## src/rtl/muldiv_sequencer_if.sv

```systemverilog
// muldiv_sequencer_if: EX-side bundle for the HI/LO multiply/divide unit (master = EX stage, slave = sequencer)
interface muldiv_sequencer_if #(parameter int WIDTH = 32);
  logic             Start;
  logic [1:0]       Op;
  logic [WIDTH-1:0] A;
  logic [WIDTH-1:0] B;
  logic             MfReq;
  logic             MtWe;
  logic             HiLoSel;
  logic [WIDTH-1:0] MtData;
  logic [WIDTH-1:0] MfData;
  logic             Stall;
  logic             Busy;
  logic [WIDTH-1:0] Hi;
  logic [WIDTH-1:0] Lo;
  modport master (output Start, Op, A, B, MfReq, MtWe, HiLoSel, MtData,
                  input  MfData, Stall, Busy, Hi, Lo);
  modport slave  (input  Start, Op, A, B, MfReq, MtWe, HiLoSel, MtData,
                  output MfData, Stall, Busy, Hi, Lo);
endinterface

```

## src/rtl/muldiv_sequencer.sv

```systemverilog
// muldiv_sequencer: bit-serial MIPS mult/multu/div/divu with HI/LO, mf/mt access and EX stall (Clk, Reset async high, bus = slave side)
module muldiv_sequencer #(parameter int WIDTH = 32) (
  input logic Clk,
  input logic Reset,
  muldiv_sequencer_if.slave bus
);
  localparam int CW = $clog2(WIDTH + 1);
  typedef enum logic [1:0] {IDLE, RUN, DONE} state_t;
  state_t             state;
  logic [CW-1:0]      cnt;
  logic               is_div;
  logic               q_sign;
  logic               r_sign;
  logic [WIDTH-1:0]   m;
  logic [2*WIDTH-1:0] acc;
  logic [WIDTH-1:0]   hi;
  logic [WIDTH-1:0]   lo;
  logic               sgn;
  logic [WIDTH-1:0]   a_mag;
  logic [WIDTH-1:0]   b_mag;
  logic [WIDTH:0]     mul_sum;
  logic [WIDTH:0]     r_sh;
  logic [WIDTH:0]     diff;
  logic [2*WIDTH-1:0] step;
  logic [2*WIDTH-1:0] prod;
  logic [WIDTH-1:0]   res_hi;
  logic [WIDTH-1:0]   res_lo;
  always_comb begin
    sgn     = ~bus.Op[0];
    a_mag   = (sgn && bus.A[WIDTH-1]) ? -bus.A : bus.A;
    b_mag   = (sgn && bus.B[WIDTH-1]) ? -bus.B : bus.B;
    // multiply: acc = {partial, multiplier}, add multiplicand on LSB then shift right
    mul_sum = {1'b0, acc[2*WIDTH-1:WIDTH]} + (acc[0] ? {1'b0, m} : '0);
    // divide: acc = {remainder, dividend/quotient}, shift left and trial-subtract
    r_sh    = acc[2*WIDTH-1:WIDTH-1];
    diff    = r_sh - {1'b0, m};
    step    = !is_div ? {mul_sum, acc[WIDTH-1:1]}
            : diff[WIDTH] ? {r_sh[WIDTH-1:0], acc[WIDTH-2:0], 1'b0}
            : {diff[WIDTH-1:0], acc[WIDTH-2:0], 1'b1};
    prod    = q_sign ? -acc : acc;
    res_hi  = !is_div ? prod[2*WIDTH-1:WIDTH]
            : r_sign ? -acc[2*WIDTH-1:WIDTH] : acc[2*WIDTH-1:WIDTH];
    // divide by zero forces an all-ones quotient; the remainder already equals A
    res_lo  = !is_div ? prod[WIDTH-1:0]
            : (m == '0) ? '1
            : q_sign ? -acc[WIDTH-1:0] : acc[WIDTH-1:0];
  end
  always_ff @(posedge Clk or posedge Reset) begin
    if (Reset) begin
      state  <= IDLE;
      cnt    <= '0;
      is_div <= 1'b0;
      q_sign <= 1'b0;
      r_sign <= 1'b0;
      m      <= '0;
      acc    <= '0;
      hi     <= '0;
      lo     <= '0;
    end else begin
      case (state)
        IDLE: begin
          if (bus.Start) begin
            is_div <= bus.Op[1];
            q_sign <= sgn & (bus.A[WIDTH-1] ^ bus.B[WIDTH-1]);
            r_sign <= sgn & bus.A[WIDTH-1];
            m      <= bus.Op[1] ? b_mag : a_mag;
            acc    <= {{WIDTH{1'b0}}, bus.Op[1] ? a_mag : b_mag};
            cnt    <= CW'(WIDTH);
            state  <= RUN;
          end else if (bus.MtWe) begin
            if (bus.HiLoSel) hi <= bus.MtData;
            else lo <= bus.MtData;
          end
        end
        RUN: begin
          acc <= step;
          cnt <= cnt - CW'(1);
          if (cnt == CW'(1)) state <= DONE;
        end
        default: begin
          hi    <= res_hi;
          lo    <= res_lo;
          state <= IDLE;
        end
      endcase
    end
  end
  assign bus.Busy   = state != IDLE;
  assign bus.Stall  = (state != IDLE) && (bus.Start || bus.MfReq || bus.MtWe);
  assign bus.MfData = bus.HiLoSel ? hi : lo;
  assign bus.Hi     = hi;
  assign bus.Lo     = lo;
endmodule

```

## src/flat_wrapper.sv

```systemverilog
// flat-port wrapper written by rule: the top's interface ports become plain ports
module muldiv_sequencer_flat 
#(parameter int WIDTH = 32)
  (Clk, Reset, bus_Start, bus_Op, bus_A, bus_B, bus_MfReq, bus_MtWe, bus_HiLoSel, bus_MtData, bus_MfData, bus_Stall, bus_Busy, bus_Hi, bus_Lo);
  muldiv_sequencer_if #(.WIDTH(WIDTH)) bus_i ();
  input logic Clk;
  input logic Reset;
  input wire logic [$bits(bus_i.Start)-1:0] bus_Start;
  input wire logic [$bits(bus_i.Op)-1:0] bus_Op;
  input wire logic [$bits(bus_i.A)-1:0] bus_A;
  input wire logic [$bits(bus_i.B)-1:0] bus_B;
  input wire logic [$bits(bus_i.MfReq)-1:0] bus_MfReq;
  input wire logic [$bits(bus_i.MtWe)-1:0] bus_MtWe;
  input wire logic [$bits(bus_i.HiLoSel)-1:0] bus_HiLoSel;
  input wire logic [$bits(bus_i.MtData)-1:0] bus_MtData;
  output wire logic [$bits(bus_i.MfData)-1:0] bus_MfData;
  output wire logic [$bits(bus_i.Stall)-1:0] bus_Stall;
  output wire logic [$bits(bus_i.Busy)-1:0] bus_Busy;
  output wire logic [$bits(bus_i.Hi)-1:0] bus_Hi;
  output wire logic [$bits(bus_i.Lo)-1:0] bus_Lo;
  assign bus_i.Start = bus_Start;
  assign bus_i.Op = bus_Op;
  assign bus_i.A = bus_A;
  assign bus_i.B = bus_B;
  assign bus_i.MfReq = bus_MfReq;
  assign bus_i.MtWe = bus_MtWe;
  assign bus_i.HiLoSel = bus_HiLoSel;
  assign bus_i.MtData = bus_MtData;
  assign bus_MfData = bus_i.MfData;
  assign bus_Stall = bus_i.Stall;
  assign bus_Busy = bus_i.Busy;
  assign bus_Hi = bus_i.Hi;
  assign bus_Lo = bus_i.Lo;
  muldiv_sequencer #(.WIDTH(WIDTH)) u_core (.Clk(Clk), .Reset(Reset), .bus(bus_i));
endmodule
```

## config.mk

```make
export PLATFORM = sky130hd
export DESIGN_NAME = muldiv_sequencer_flat
export DESIGN_NICKNAME = d
export VERILOG_FILES = /design/src/rtl/muldiv_sequencer_if.sv /design/src/rtl/muldiv_sequencer.sv /design/src/flat_wrapper.sv
export SDC_FILE = /design/constraint.sdc
export NUM_CORES = 1
export LEC_CHECK = 0
export CAP_MARGIN = 25
export CORE_MARGIN = 2
export CORE_UTILIZATION = 42
export DETAILED_ROUTE_END_ITERATION = 8
export SLEW_MARGIN = 0
export SYNTH_ARGS = -nofsm -noshare
export SYNTH_HDL_FRONTEND = slang
export SYNTH_SLANG_ARGS = --single-unit
```

## constraint.sdc

```tcl
create_clock -name Clk -period 7.56 [get_ports Clk]
set_input_delay 1.512 -clock Clk [delete_from_list [all_inputs] [get_ports Clk]]
set_output_delay 1.512 -clock Clk [all_outputs]
set_load 0.01 [all_outputs]
```

==> results.txt <==
* Initial core utilization: 42.6%
* Via-to-Cell Ratio: 6.11
- The worst path needs 4.74 ns of the cycle, external delays included.
- Resized cells post-CTS: 0
* Final WL: 58,600 um
- Required time reported for the critical path endpoint: 6.05 ns
* Area of the die: 38,700 um2
- The startpoint identified for the worst register-to-register timing path is u_core.acc[31]$_DFFE_PP0P_.
- The first global-routing pass estimated 91,500 um of wire.
- Post-synth top area share: 27.4%
* Pin count of the biggest net entering global routing: 88
* Startpoint Class: primary input
- After layout, the worst setup slack is 2.82 ns.
* Die Span Y: 197 um
- The setup path with the least slack is of type primary input to output port.
- The repair_antennas step left the layout with diodes totalling 0.
- Post-route ant nets: 0
- CP Max Fanout: 34
- Summing over every cut layer, the via total after detailed routing is 15,900.
- Once the clock tree was built, the setup fixing pass inserted 0 buffers.
- Slack of the worst reg-to-reg path: 3.21 ns
- Dividing the final minimum period by the clock period gives 62.7%.
* Share of layout cells above drive strength 1: 5.66%
* P per Cell Area: 109 nW/um2
- OpenSTA, run right after detailed placement, puts the worst setup slack at 2.58 ns.
- Worst clock skew: 0.0129 ns
* Top_reg_cell synth: sky130_fd_sc_hd__dfrtp_1
- The clock reaches the later pin of the worst-skew pair after 0.46 ns.
- By area the synthesized netlist is led by sky130_fd_sc_hd__dfrtp_1, sky130_fd_sc_hd__ha_1, sky130_fd_sc_hd__o21ai_0.
- Area Overhead vs Synth: 18.7%
- Number of unique standard cell types used by synthesis: 71
* End of the worst register-to-register path: u_core.acc[47]$_DFFE_PP0P_
- Total of hold buffers inserted after clock tree synthesis: 0
- Number of rows created at floorplan: 70
* Worst reg2reg path depth: 13
- Final total negative setup slack: 0 ns
- The via count of the first global-routing pass came to 14,900.
- Area of the core region: 36,600 um2
- Sorting the synthesized cells by how often they occur yields sky130_fd_sc_hd__nand2_1, sky130_fd_sc_hd__nor2_1, sky130_fd_sc_hd__o21ai_0, sky130_fd_sc_hd__dfrtp_1, sky130_fd_sc_hd__a21oi_1.
* Unrepaired setup endpoints after global routing: no
* Residual DRC: 0
- Of the synthesized area, sequential elements account for 27.4%.
* Grt ovf: 0
- Summing all multi-input logic gate instances after layout gives 10,600 um2.
- Inserted Clock Buffers: 17
- For the pin with the worst max-slew slack, the measured transition is 1.08 ns.
- In this run, the number of DRC markers left after iteration 0 of detailed routing was 1,441.
- The H-tree generated during clock tree synthesis spans 4 levels.
* Average wire per cell in the routed design: 22.5 um
* CTS Root Buffer Type: sky130_fd_sc_hd__clkbuf_16
- The layout has 3,597 filler cells.
- Number of stages on the worst hold path: 2
* Synthesized Nets: 2,188
- Among all cell types in the netlist, the one instantiated most often is sky130_fd_sc_hd__nand2_1.
* Mapped Avg Cell Area: 7.75 um2
- Slew HR: 27.9%
- For this run, the top clock speed supported by timing is 0.211 GHz.
- TritonCTS built the clock tree.
- After the last flow step, the layout net total stands at 2,301.
- EDFF count, synth: 0
* Initial antenna violation count: 0
- For this design the static power due to leakage is 7.78 nW.
- Total setup violations reported at the end of the flow: 0
- The biggest area contributor in the post-synthesis netlist is sky130_fd_sc_hd__dfrtp_1.
* Final hold vios: 0
- Measured on the finished design, the core utilization comes to 50.5%.
- Power Total: 2.02 mW
- The tightest min-delay check is of the flop to flop type.
* Aggregate global-route resource usage: 30.5%
- The count of buffers added on input and output ports is 201.
* Summed instance area of the synthesized netlist: 15,600 um2
- Clock edge transition at the registers on the reported setup and hold paths: 0.07 ns
* Area taken by flip-flops and latches: 4280 um2
- After synthesis the netlist holds a flip-flop and latch count of 171.
- Number of detailed-route iterations in the first pass: 5
- Maximum ir drop on the vdd rail: 0.135 mV
* Start point of the worst hold path: u_core.m[11]$_DFFE_PP0P_
- Result of the run: completed
- The congestion estimate from routability-driven global placement came to 0.929.
- Post-synth ARST share: 100%
* Worst Path Arrival: 3.23 ns
- The die is 197 um wide.
- CP endpoint kind: output port
* I/O pin cnt: 202
- Number of pins with negative max-slew slack in the final report: 0
* Number of synthesis warnings: 0
- Across the run, the number of max-cap violations was 0.
- Sum of net half-perimeters after detailed placement: 45,300 um
- Capture endpoint of the worst hold path: u_core.m[11]$_DFFE_PP0P_
- The clock passes through at most 2 buffers.
- Clock sinks: 171
* Post-Synthesis Cells: 2,012
## layer usage
layer	global-route usage [%]	routed length (um)	vias up
li1	-	-	7584
met1	44.7	27500	7649
met2	47.7	26000	611
met3	4.04	3920	64
met4	7.27	1180	0
met5	0	0	-
## critical path: stages
cell,delay (ns)
sky130_fd_sc_hd__clkdlybuf4s50_1,0.45
sky130_fd_sc_hd__buf_4,0.38
sky130_fd_sc_hd__mux2_2,0.39
sky130_fd_sc_hd__clkdlybuf4s50_1,0.48
## state kept, by name, indices dropped and copies added, names as in the netlist
| name | count |
|---|---|
| u_core.m | 32 |
| u_core.bus.Hi | 32 |
| u_core.is_div | 1 |
| u_core.acc | 64 |
| u_core.bus.Lo | 32 |
| u_core.q_sign | 1 |
| u_core.r_sign | 1 |
| u_core.state | 2 |
| u_core.cnt | 6 |
## how the worst max path moves through the flow
stage                     slack, ns         from                          to
after global routing           2.77  bus_HiLoSel               bus_MfData[0]
final                          2.82  bus_HiLoSel              bus_MfData[13]
after detailed placement       2.58     bus_A[2]  u_core.acc[25]$_DFFE_PP0P_
after CTS                      2.82  bus_HiLoSel              bus_MfData[13]
after floorplan                1.42        Reset   u_core.acc[0]$_DFFE_PP0P_
after global placement         2.65     bus_A[2]  u_core.acc[27]$_DFFE_PP0P_
## area by class of cell
type	count	area share, %
clock buffer	20	2.47
inverter	72	1.49
multi-input combinational	1636	57.1
sequential	171	23.1
timing repair buffer	227	12.1
tap	468	3.16
clock inverter	11	0.588
## report_power, final
part           internal (mW)  switching (mW)  leakage, nW
logic                 0.0954           0.118         5.36
registers              0.915         0.00125         2.14
clock network          0.474           0.412        0.278
## metrics by stage
step / cells / hold WS (ns) / instance area [um2]
after floorplan: 2012 / 0.450 / 15600
after global placement: 2571 / 0.467 / 17900
after detailed placement: 2572 / 0.471 / 17900
after CTS: 2603 / 0.488 / 18500
after global routing: 2605 / 0.508 / 18500
final: 2605 / 0.480 / 18500
## cell families after synthesis
logic type,count (synthesis),share of synthesized area [%]
compound gates,653,26.2
xor+xnor,163,9.16
fa+ha+maj,72,5.87
buf+inv,205,5.09
flops,171,27.4
mux,93,6.24
simple gates,655,20.0
## placed cells by master, fill, tap and decap left out, types with 14 or more instances in the layout
cell | Yosys | final
sky130_fd_sc_hd__a211oi_1 | 53 | 53
sky130_fd_sc_hd__a21o_1 | 40 | 40
sky130_fd_sc_hd__a21oi_1 | 167 | 166
sky130_fd_sc_hd__a31oi_1 | 26 | 26
sky130_fd_sc_hd__and2_1 | 16 | 15
sky130_fd_sc_hd__and3_1 | 19 | 19
sky130_fd_sc_hd__buf_4 | 1 | 23
sky130_fd_sc_hd__clkbuf_16 | 0 | 17
sky130_fd_sc_hd__clkdlybuf4s50_1 | 0 | 200
sky130_fd_sc_hd__dfrtp_1 | 171 | 170
sky130_fd_sc_hd__ha_1 | 70 | 70
sky130_fd_sc_hd__inv_1 | 71 | 69
sky130_fd_sc_hd__mux2_2 | 34 | 34
sky130_fd_sc_hd__mux2i_1 | 59 | 59
sky130_fd_sc_hd__nand2_1 | 206 | 205
sky130_fd_sc_hd__nand2b_1 | 22 | 22
sky130_fd_sc_hd__nand3_1 | 29 | 29
sky130_fd_sc_hd__nand4_1 | 14 | 14
sky130_fd_sc_hd__nor2_1 | 180 | 177
sky130_fd_sc_hd__nor2b_1 | 17 | 16
sky130_fd_sc_hd__nor3_1 | 53 | 52
sky130_fd_sc_hd__nor4_1 | 27 | 27
sky130_fd_sc_hd__o211ai_1 | 24 | 24
sky130_fd_sc_hd__o21ai_0 | 174 | 174
sky130_fd_sc_hd__o221ai_1 | 14 | 14
sky130_fd_sc_hd__o22ai_1 | 33 | 33
sky130_fd_sc_hd__o31ai_1 | 17 | 17
sky130_fd_sc_hd__or3_1 | 27 | 27
sky130_fd_sc_hd__or4_1 | 16 | 16
sky130_fd_sc_hd__xnor2_1 | 97 | 97
sky130_fd_sc_hd__xor2_1 | 66 | 66
(Power assumes the default switching activity.)
